===== config.mk =====
export PLATFORM = sky130hd
export DESIGN_NAME = bf16_mul_sched
export DESIGN_NICKNAME = d
export VERILOG_FILES = /design/src/rtl/bf16_pkg.sv /design/src/rtl/bf16_mul_core.sv /design/src/rtl/bf16_mul_sched.sv
export SDC_FILE = /design/constraint.sdc
export NUM_CORES = 1
export LEC_CHECK = 0
export ABC_AREA = 1
export BUFFER_PORTS_ARGS = -buffer_cell sky130_fd_sc_hd__buf_4
export CORE_MARGIN = 4
export CORE_UTILIZATION = 50
export DETAILED_ROUTE_END_ITERATION = 6
export HOLD_SLACK_MARGIN = 0.02
export PLACE_DENSITY = 0.76
export SLEW_MARGIN = 20
export SYNTH_ARGS = -nofsm -noshare
export SYNTH_HDL_FRONTEND = slang
export SYNTH_SLANG_ARGS = --single-unit

===== constraint.sdc =====
create_clock -name clk -period 6.5 [get_ports clk]
set_clock_uncertainty 0.15 [all_clocks]
set_input_delay 1.3 -clock clk [delete_from_list [all_inputs] [get_ports clk]]
set_output_delay 1.3 -clock clk [all_outputs]
set_load 0.05 [all_outputs]

===== src/rtl/bf16_pkg.sv =====
// Shared constants and types for the BFloat16 multiplier scheduler.
package bf16_pkg;

    localparam int unsigned EXP_W     = 8;
    localparam int unsigned MAN_W     = 7;
    localparam int unsigned BF16_BIAS = 127;
    localparam int unsigned CNT_W     = 4;

    localparam logic [15:0]      BF16_QNAN    = 16'h7FC0;
    localparam logic [EXP_W-1:0] BF16_EXP_INF = 8'hFF;

    typedef enum logic [1:0] {
        IDLE,
        BUSY,
        RESP
    } state_t;

endpackage


===== src/rtl/bf16_mul_core.sv =====
// Combinational BFloat16 multiply: truncating, subnormals flushed, inf/NaN collapsed to QNaN.
module bf16_mul_core
    import bf16_pkg::*;
(
    input  logic [15:0] a,
    input  logic [15:0] b,
    output logic [15:0] p
);

    logic              sign;
    logic [EXP_W-1:0]  ea;
    logic [EXP_W-1:0]  eb;
    logic [MAN_W:0]    sig_a;
    logic [MAN_W:0]    sig_b;
    logic [15:0]       prod;
    logic              norm;
    logic [MAN_W-1:0]  man;
    logic [9:0]        exp_sum;
    logic signed [9:0] exp_s;

    always_comb begin
        sign    = a[15] ^ b[15];
        ea      = a[14:7];
        eb      = b[14:7];
        sig_a   = {1'b1, a[6:0]};
        sig_b   = {1'b1, b[6:0]};
        prod    = 16'(sig_a) * 16'(sig_b);
        norm    = prod[15];
        man     = norm ? prod[14:8] : prod[13:7];
        exp_sum = 10'(ea) + 10'(eb) + 10'(norm) - 10'(BF16_BIAS);
        exp_s   = $signed(exp_sum);

        // Zero operands take priority over inf/NaN operands.
        if (ea == '0 || eb == '0) begin
            p = {sign, 15'b0};
        end else if (ea == BF16_EXP_INF || eb == BF16_EXP_INF) begin
            p = BF16_QNAN;
        end else if (exp_s <= 10'sd0) begin
            p = {sign, 15'b0};
        end else if (exp_s >= 10'sd255) begin
            p = {sign, BF16_EXP_INF, 7'b0};
        end else begin
            p = {sign, exp_s[7:0], man};
        end
    end

endmodule


===== src/rtl/bf16_mul_sched.sv =====
// Round-robin scheduler sharing one multicycle BFloat16 multiplier among NREQ requesters.
module bf16_mul_sched
    import bf16_pkg::*;
#(
    parameter int unsigned NREQ = 4,
    parameter int unsigned IDW  = 2,
    parameter int unsigned LAT  = 2
) (
    input  logic              clk,
    input  logic              rst,
    input  logic [NREQ-1:0]   req_valid,
    output logic [NREQ-1:0]   req_ready,
    input  logic [16*NREQ-1:0] req_a,
    input  logic [16*NREQ-1:0] req_b,
    output logic              rsp_valid,
    input  logic              rsp_ready,
    output logic [IDW-1:0]    rsp_id,
    output logic [15:0]       rsp_data,
    output logic              busy
);

    state_t           state;
    logic [IDW-1:0]   rr_ptr;
    logic [CNT_W-1:0] cnt;
    logic [15:0]      op_a;
    logic [15:0]      op_b;
    logic [IDW-1:0]   id_q;
    logic [15:0]      data_q;
    logic [15:0]      core_p;

    logic [NREQ-1:0]  grant;
    logic [IDW-1:0]   grant_idx;
    logic [IDW-1:0]   next_ptr;
    logic [15:0]      sel_a;
    logic [15:0]      sel_b;
    logic             found;
    logic [IDW:0]     pos;

    // Search upward from rr_ptr with wrap; first pending requester wins.
    always_comb begin
        grant     = '0;
        grant_idx = '0;
        found     = 1'b0;
        pos       = '0;
        for (int k = 0; k < NREQ; k++) begin
            pos = {1'b0, rr_ptr} + (IDW+1)'(k);
            if (pos >= (IDW+1)'(NREQ)) begin
                pos = pos - (IDW+1)'(NREQ);
            end
            if (!found && req_valid[pos[IDW-1:0]]) begin
                found                 = 1'b1;
                grant[pos[IDW-1:0]]   = 1'b1;
                grant_idx             = pos[IDW-1:0];
            end
        end
    end

    always_comb begin
        sel_a = '0;
        sel_b = '0;
        for (int i = 0; i < NREQ; i++) begin
            if (grant[i]) begin
                sel_a = req_a[16*i +: 16];
                sel_b = req_b[16*i +: 16];
            end
        end
    end

    assign next_ptr = (grant_idx == IDW'(NREQ - 1)) ? '0 : grant_idx + 1'b1;

    bf16_mul_core u_core (
        .a (op_a),
        .b (op_b),
        .p (core_p)
    );

    always_ff @(posedge clk or posedge rst) begin
        if (rst) begin
            state  <= IDLE;
            rr_ptr <= '0;
            cnt    <= '0;
            op_a   <= '0;
            op_b   <= '0;
            id_q   <= '0;
            data_q <= '0;
        end else begin
            case (state)
                IDLE: begin
                    if (found) begin
                        op_a   <= sel_a;
                        op_b   <= sel_b;
                        id_q   <= grant_idx;
                        cnt    <= CNT_W'(LAT - 1);
                        rr_ptr <= next_ptr;
                        state  <= BUSY;
                    end
                end
                BUSY: begin
                    if (cnt == '0) begin
                        data_q <= core_p;
                        state  <= RESP;
                    end else begin
                        cnt <= cnt - 1'b1;
                    end
                end
                RESP: begin
                    if (rsp_ready) begin
                        state <= IDLE;
                    end
                end
                default: state <= IDLE;
            endcase
        end
    end

    assign req_ready = (state == IDLE) ? grant : '0;
    assign rsp_valid = (state == RESP);
    assign busy      = (state != IDLE);
    assign rsp_id    = id_q;
    assign rsp_data  = data_q;

endmodule

==> results of run 1 <==
state kept, by name, indices dropped and copies added (netlist names):
register	cells
state	2
cnt	4
rsp_data	16
rr_ptr	2
op_a	16
op_b	16
rsp_id	2
cell usage in the layout, fill, tap and decap left out, types with 4 or more instances in the layout:
master     synthesis  final
nor4_1             4      4
nor3_1             5      5
a21oi_2           13     13
dfrtp_2            0     11
inv_2              7      8
buf_4              5    173
nand2_1          279    275
a21oi_1          140    139
clkbuf_16          0      9
nand2_2            5      8
inv_1            186    185
xor2_1             5      5
dfrtp_1           58     47
nor2_1            70     69
ha_1              49     48
nand3_1           85     85
fa_1              36     36
o21ai_0           20     20
nand4_1            8      8
worst max-delay path, delay by kind of cell (launching register included):
family,cells,cell delay [ns]
fa+ha+maj,7,2.73
simple gates,19,1.97
buf+inv,9,0.63
flops,1,0.45
per-stage QoR:
step	utilization (%)	setup WS [ns]	instances
floorplan	-	0.7079	1049
global placement	60.26	0.4922	1343
detailed placement	60.26	0.2707	1343
CTS	62.71	0.2395	1359
global route	63.74	-0.01256	1370
finish	63.74	0.4617	1370
final timing paths:
kind	start	endpoint	slack, ns
max reg2reg	op_a[1]	rsp_data[11]	0.46
max in group asynchronous	rst	op_a[1]	4.58
min	rsp_data[4]	rsp_data[4]	0.33
max	op_a[1]	rsp_data[11]	0.46
min in group asynchronous	rst	op_a[0]	1.02
min reg2reg	rsp_data[4]	rsp_data[4]	0.33
per-layer routing:
layer	up-vias	routed length [µm]	part of all wire [%]	track usage (%)
li1	3584	-	-	-
met1	3193	9153	46	35.20
met2	233	9157	46	40.40
met3	20	1416	7.1	5.714
met4	0	273	1.4	5.676
met5	-	0	0	0
Yosys cell counts, types with 2 or more instances:
| library cell | instances |
|---|---|
| a21o_1 | 3 |
| a21oi_1 | 140 |
| a21oi_2 | 13 |
| a22oi_1 | 2 |
| a31oi_1 | 2 |
| buf_2 | 20 |
| buf_4 | 5 |
| buf_6 | 4 |
| clkbuf_1 | 15 |
| dfrtp_1 | 58 |
| fa_1 | 36 |
| ha_1 | 49 |
| inv_1 | 186 |
| inv_2 | 7 |
| nand2_1 | 279 |
| nand2_2 | 5 |
| nand3_1 | 85 |
| nand3_2 | 3 |
| nand3b_1 | 2 |
| nand4_1 | 8 |
| nor2_1 | 70 |
| nor3_1 | 5 |
| nor4_1 | 4 |
| o21ai_0 | 20 |
| o21ai_1 | 2 |
| o21bai_1 | 2 |
| o31ai_1 | 3 |
| or2_2 | 2 |
| xnor2_1 | 2 |
| xor2_1 | 5 |
kinds of logic after synthesis:
family	Yosys count	synth area share, %
buffers and inverters	237	14.07
AOI/OAI and AO/OA	193	15.48
and+or+nand+nor	469	28.86
DFF	58	21.20
xor gates and xnor gates	7	0.8956
adders and majority gates	85	19.48
final cells by class:
cell class | count | area (µm²) | share of cell area [%]
Clock inverter | 7 | 102.6 | 1.206
Timing Repair Buffer | 173 | 1299 | 15.26
Sequential cell | 58 | 1465 | 17.22
Multi-Input combinational cell | 754 | 4472 | 52.56
Clock buffer | 9 | 225.2 | 2.647
Inverter | 193 | 724.4 | 8.515
Tap cell | 176 | 220.2 | 2.588
repair_timing:
action,CTS,global route
setup endpoints to repair,0,15
setup buffers,0,11
gates resized for setup,0,20
==> results.toml, run 1 <==
[cts]
cts_made_buffers = 9
cts_hold_buf = 0
cts_tree = "yes"
clk_root_buffer_cell = "clkbuf_16"
htreeDepth = 3
insertion_delay_ns = 0.34
cts_buffer_depth = 2
clkTransAtPathRegs_ns = 0.06
clock_sinks = 58

[routing]
routed_via_density = 5.131
drcViolationCount = 0
drt_wl_total_mm = 20.00
vias = 7030
ant_nets = 0
drtPass1Iterations = 5
wire_per_inst_um = 14.60
drt-initial-drc-count = 451

[global_route]
grt_usage_pct = 25.26
grt_max_degree = 65
grt-ovfl-total = 0
grt_pass1_wl_mm = 32.71
grt_antenna_before_repair = 0
first_global_vias = 6673

[synth]
synth_top_area_share_pct = 21.20
syn_inst = 1049
synth_top_cell_by_area = "dfrtp_1"
ys_seq_elements = 58
synth_area_um2 = 6845
synth-edff-count = 0
yosysSeqAreaShare_pct = 21.20
ys_types = 42
synth_nets = 1269
synth_warnings = 0
synth_ff_type = "dfrtp_1"
synth_area_leaders = "dfrtp_1 21%, nand2_1 15%, fa_1 11%"
ys_async_sr_fraction_pct = 100.0
syn_avg_cell_area_um2 = 6.526

[finish]
final_nets = 1409
stdcell_area_um2 = 8508
drive_gt1_share_pct = 20.35
area_growth_syn_to_layout_pct = 24.29
n_antenna_cell = 0
fillers = 1254

[sta]
slew_headroom_pct = 48.32
whs_ns = 0.3277
post-route-period-util_pct = 92.90
setup_viol = 0
hold_viol_final = 0
tightest_slew_ns = 0.7725
finalMaxSlewViolations = 0
tns_ns = 0
fmax_mhz = 165.6
fin_crit_ns = 6.038

[floorplan]
die_h_um = 125.0
die_w_um = 125.0
initial_core_util_pct = 51.28
pin_count = 159
coreArea_um2 = 13350
placementRows = 42
dieArea_um2 = 15630

[worst_setup_path]
crit_top_cell = "inv_1"
arrival_ns = 6.11
critPathCaptureType = "register"
rr_worst_depth = 35
critPathMaxFanout = 8
crit_type = "register to register"
cpMaxStageDelayCell = "fa_1"
critPathLaunchType = "register"
critPathMaxStageDelay_ns = 0.54
crit_required_ns = 6.58

[worst_hold_path]
hp-class = "register to register"
hold_depth = 2

[placed_design]
postPlaceCellArea_um2 = 8043
hpwl_mm = 15.25
place.gp.congestion = 0.9296
port_buffers = 158

[job]
drv_cap = 0

[status]
status = "complete, no violations"
Power of run 1 is left out: the tool's default activity adds up to more than one toggle a clock period on the data nets, which glitch-free logic cannot reach.
==> run 2: changes to the inputs <==
--- a/config.mk
+++ b/config.mk
@@ -7,11 +7,13 @@
 export LEC_CHECK = 0
 export ABC_AREA = 1
 export BUFFER_PORTS_ARGS = -buffer_cell sky130_fd_sc_hd__buf_4
+export CELL_PAD_IN_SITES_DETAIL_PLACEMENT = 1
+export CELL_PAD_IN_SITES_GLOBAL_PLACEMENT = 1
 export CORE_MARGIN = 4
-export CORE_UTILIZATION = 50
+export CORE_UTILIZATION = 39
 export DETAILED_ROUTE_END_ITERATION = 6
 export HOLD_SLACK_MARGIN = 0.02
-export PLACE_DENSITY = 0.76
+export PLACE_DENSITY = 0.84
 export SLEW_MARGIN = 20
 export SYNTH_ARGS = -nofsm -noshare
 export SYNTH_HDL_FRONTEND = slang
==> results.toml, run 2 (synthesis gave the netlist of run 1 again) <==
[status]
status = "complete, no violations"

[worst_setup_path]
critPathMaxFanout = 8
critPathMaxStageDelay_ns = 0.53
crit_top_cell = "nand2_1"
crit_type = "register to register"
crit_required_ns = 6.58
cpMaxStageDelayCell = "fa_1"
rr_worst_depth = 37
r2r-end = "rsp_data[10]"
critPathCaptureType = "register"
arrival_ns = 6.17
critPathTopFamily = "adder cells"
r2r_slack_ns = 0.41
path_buf_inv = 8
critPathLaunchType = "register"
reg2reg_from = "op_a[1]"

[floorplan]
die_h_um = 140.5
pin_count = 159
die_w_um = 140.5
coreArea_um2 = 17240
placementRows = 48
initial_core_util_pct = 39.71
dieArea_um2 = 19740

[placed_design]
port_buffers = 158
postPlaceCellArea_um2 = 8104
place.gp.congestion = 0.8698
dp_slack_ns = 0.1906
hpwl_mm = 17.91

[worst_hold_path]
hold-path-endpoint = "cnt[3]"
hold_depth = 1
hold_start = "cnt[3]"
hp-class = "register to register"

[global_route]
grt_antenna_before_repair = 0
grt-ovfl-total = 0
grt_usage_pct = 23.11
grt_max_degree = 65
grt_pass1_wl_mm = 37.67
first_global_vias = 7645

[routing]
routed_via_density = 5.117
ant_nets = 0
drt_wl_total_mm = 22.88
drt-initial-drc-count = 325
drtPass1Iterations = 4
wire_per_inst_um = 16.12
drcViolationCount = 0
vias = 7261

[finish]
drive_gt1_share_pct = 20.60
mostFrequentLayoutCell = "nand2_1"
area_growth_syn_to_layout_pct = 24.60
n_antenna_cell = 0
final_nets = 1409
stdcell_area_um2 = 8529
layout_common_cells = "273 x nand2_1, 185 x inv_1, 173 x buf_4"

[cts]
clk_root_buffer_cell = "clkbuf_16"
cts_tree = "yes"
cts_hold_buf = 0
htreeDepth = 3
cts_made_buffers = 9
clock_sinks = 58
clkTransAtPathRegs_ns = 0.06
cts_buffer_depth = 2
insertion_delay_ns = 0.34

[sta]
post-route-period-util_pct = 93.74
fin_crit_ns = 6.093
hold_viol_final = 0
finalMaxSlewViolations = 0
setup_viol = 0
tightest_slew_ns = 0.8109
setup_ws_ns = 0.4069
whs_ns = 0.3345
fmax_mhz = 164.1
slew_headroom_pct = 45.75

[job]
drv_cap = 0
[run 2: how the worst max path moves through the flow]
| stage | end | from | cells after the start |
|---|---|---|---|
| after floorplan | rsp_data[10] | op_a[2] | 34 |
| final | rsp_data[10] | op_a[1] | 37 |
| after CTS | rsp_data[8] | op_b[5] | 33 |
| after global routing | rsp_data[8] | op_b[4] | 37 |
| after global placement | rsp_data[10] | op_a[2] | 33 |
| after detailed placement | rsp_data[8] | op_b[5] | 33 |
[run 2: final cells by class]
type | instances | area, µm²
clock buffers | 11 | 242.7
clock inverters | 5 | 30.03
fillers | 2319 | 8707
inverters | 193 | 724.4
multi-input cells | 754 | 4488
flip-flops and latches | 58 | 1464
well taps | 225 | 281.5
repair buffers | 173 | 1299
[run 2: per-layer routing]
metal | wire (µm) | part of all wire (%) | vias up | track usage [%]
met2 | 11030 | 48 | 171 | 39.69
met1 | 10080 | 44 | 3479 | 30.17
met4 | 440 | 1.9 | 0 | 4.589
met5 | 0 | 0 | - | 0
met3 | 1323 | 5.8 | 30 | 4.882
li1 | - | - | 3581 | -
[run 2: repair_timing]
item	in CTS	in global routing
buffers inserted	0	11
resized for setup	0	25
setup endpoints to repair	0	15
[run 2: per-stage QoR]
step | setup TNS [ns] | util [%] | cells
after floorplan | 0 | - | 1049
after CTS | 0 | 48.60 | 1408
after detailed placement | 0 | 47.02 | 1392
after global routing | -0.1476 | 49.48 | 1419
after global placement | 0 | 47.02 | 1392
final | 0 | 49.48 | 1419
Power of run 2 is left out for the same reason.
==> run 3: changes to the inputs <==
--- a/config.mk
+++ b/config.mk
@@ -5,12 +5,12 @@
 export SDC_FILE = /design/constraint.sdc
 export NUM_CORES = 1
 export LEC_CHECK = 0
-export ABC_AREA = 1
 export BUFFER_PORTS_ARGS = -buffer_cell sky130_fd_sc_hd__buf_4
 export CELL_PAD_IN_SITES_DETAIL_PLACEMENT = 1
 export CELL_PAD_IN_SITES_GLOBAL_PLACEMENT = 1
 export CORE_MARGIN = 4
-export CORE_UTILIZATION = 39
+export CORE_UTILIZATION = 42
+export CTS_BUF_LIST = sky130_fd_sc_hd__clkbuf_4 sky130_fd_sc_hd__clkbuf_8
 export DETAILED_ROUTE_END_ITERATION = 6
 export HOLD_SLACK_MARGIN = 0.02
 export PLACE_DENSITY = 0.84
==> results.toml, run 3 <==
[global_route]
grt_pass1_wl_mm = 36.76
grt_antenna_before_repair = 0
grt_usage_pct = 24.55
grt-ovfl-total = 0
grt_max_degree = 72
first_global_vias = 7144

[cts]
clk_root_buffer_cell = "clkbuf_8"
insertion_delay_ns = 0.37
cts_tree = "yes"
htreeDepth = 3
clkTransAtPathRegs_ns = 0.07
cts_made_buffers = 9
cts_buffer_depth = 2
clock_sinks = 58
cts_hold_buf = 0

[synth]
synth_most_common_cell = "inv_1"
synth-edff-count = 0
synth_area_um2 = 7009
ys_seq_elements = 58
synth_top_cell_by_area = "dfrtp_1"
synth_ff_type = "dfrtp_1"
synth_area_leaders = "dfrtp_1 21%, fa_1 10%, ha_1 8.7%"
ys_top_cells_by_count = "107 x inv_1, 106 x nand2_1, 81 x o21ai_0"
syn_avg_cell_area_um2 = 8.506
ys_async_sr_fraction_pct = 100.0
synth_nets = 1044
synth_warnings = 0
syn_inst = 824
synth_top_area_share_pct = 20.71
ys_types = 74
yosysSeqAreaShare_pct = 20.71

[finish]
area_growth_syn_to_layout_pct = 26.78
final_nets = 1206
drive_gt1_share_pct = 29.87
mostFrequentLayoutCell = "buf_4"
register_area_um2 = 1451
layout_common_cells = "195 x buf_4, 106 x nand2_1, 100 x inv_1"
fillers = 1956
multiInputGateArea_um2 = 5029
n_antenna_cell = 0

[routing]
wl_met1_mm = 10.17
drtPass1Iterations = 4
routed_via_density = 5.706
drt-initial-drc-count = 382
wl_met2_mm = 11.10
drcViolationCount = 0
ant_nets = 0
routed-wl-met3_mm = 1.371
vias = 6887
drt_wl_total_mm = 22.95
top_layer_used = "met4"
wire_per_inst_um = 19.01

[sta]
fmax_mhz = 156.5
tns_ns = 0
setup_viol = 0
tightest_slew_ns = 0.8750
fin_crit_ns = 6.390
post-route-period-util_pct = 98.31
whs_ns = 0.3312
hold_viol_final = 0
slew_headroom_pct = 41.31
finalMaxSlewViolations = 0

[worst_setup_path]
critPathMaxFanout = 6
path_cells = "buf_4 -> buf_4 -> and2_1 -> fa_1 -> fa_1 -> fa_1 -> ha_1 -> ha_1 -> a211o_1 -> a2111oi_0 -> o211ai_1 -> o211ai_1 -> ha_2 -> inv_1 -> ha_2 -> xor3_2 -> nor3b_4 -> o21ai_2 -> a2111oi_4 -> o211ai_1 -> o21ai_2 -> buf_6 -> o21ai_1"
critPathLaunchType = "register"
cpMaxStageDelayCell = "fa_1"
arrival_ns = 6.48
crit_type = "register to register"
path_buf_inv = 4
critPathTopFamily = "adder cells"
critPathCaptureType = "register"
crit_required_ns = 6.59
critPathMaxStageDelay_ns = 0.53

[job]
drv_cap = 0

[floorplan]
dieArea_um2 = 18820
placementRows = 46
coreArea_um2 = 16120
die_w_um = 137.2
pin_count = 159
initial_core_util_pct = 43.49
die_h_um = 137.2

[worst_hold_path]
hp-class = "register to register"

[placed_design]
port_buffers = 158
hpwl_mm = 17.91
place.gp.congestion = 0.8950

[status]
status = "complete, no violations"
[run 3: changes by cell type in the layout (fill, tap and decap cells not counted), sizes merged, moves of 11 or more]
cell    before  now
a21oi      153   14
and2         1   39
buf        173  198
inv        193  108
nand2      285  106
nand3       88    8
nor2        72   26
nor2b        0   12
o211ai       0   11
o21ai       23   97
o221ai       0   34
o311ai       0   35
[run 3: timing repair]
item / CTS / global route
endpoints found under the hold margin: 0 / 0
buffers inserted: 1 / 10
setup endpoints to repair: 14 / 15
gates resized for setup: 2 / 44
pin swaps: 1 / 22
[run 3: logic make-up (layout without fill, tap and decap cells)]
| logic type | Yosys count | after routing | share of synthesized area, % |
|---|---|---|---|
| xor gates and xnor gates | 12 | 12 | 1.714 |
| AOI/OAI and AO/OA | 257 | 257 | 28.33 |
| and+or+nand+nor | 246 | 246 | 17.85 |
| adders and majority gates | 85 | 85 | 19.03 |
| muxes | 11 | 11 | 2.463 |
| buffers and inverters | 155 | 322 | 9.907 |
| DFF | 58 | 58 | 20.71 |
[run 3: final cells by class]
| type | instances | share of cell area (%) |
|---|---|---|
| Sequential cell | 58 | 16.33 |
| Multi-Input combinational cell | 611 | 56.59 |
| Timing Repair Buffer | 198 | 16.85 |
| Clock buffer | 12 | 1.788 |
| Clock inverter | 4 | 0.8308 |
| Inverter | 108 | 4.562 |
| Tap cell | 216 | 3.041 |
[run 3: final timing paths]
kind,slack [ns],cells past startpoint,from,endpoint
worst max-delay path,0.11,23,op_b[6],rsp_data[13]
worst min-delay path,0.33,2,rsp_data[5],rsp_data[5]
min in group asynchronous,0.98,3,rst,rsp_data[4]
max in group asynchronous,4.69,3,rst,op_b[4]
worst max register to register,0.11,23,op_b[6],rsp_data[13]
worst min register to register,0.33,2,rsp_data[5],rsp_data[5]
[run 3: metal layers]
layer  GRT usage [%]  vias up
li1                -     3295
met1           32.68     3380
met2           40.95      194
met3           5.661       18
met4           5.155        0
met5               0        -
[run 3: worst reg2reg max path: stages, from the launching register on]
cell       delay (ns)
dfrtp_1          0.41
buf_4            0.14
buf_4            0.14
and2_1           0.15
fa_1             0.53
fa_1             0.45
fa_1             0.46
ha_1             0.31
ha_1             0.32
a211o_1          0.34
a2111oi_0        0.51
o211ai_1         0.19
o211ai_1         0.20
ha_2             0.24
inv_1            0.04
ha_2             0.19
xor3_2           0.28
nor3b_4          0.25
o21ai_2          0.10
a2111oi_4        0.33
o211ai_1         0.14
o21ai_2          0.20
buf_6            0.14
o21ai_1          0.07
[run 3: per-stage QoR]
stage / utilization (%) / std cells / cell area (µm²) / worst slack, ns
floorplan: - / 824 / 7013 / 0.02372
global placement: 52.24 / 1180 / 8419 / 0.04267
detailed placement: 52.24 / 1180 / 8419 / -0.1529
CTS: 53.79 / 1197 / 8668 / 0.01766
global route: 55.14 / 1207 / 8886 / -0.06647
finish: 55.14 / 1207 / 8886 / 0.1096
Power of run 3 is left out for the same reason.
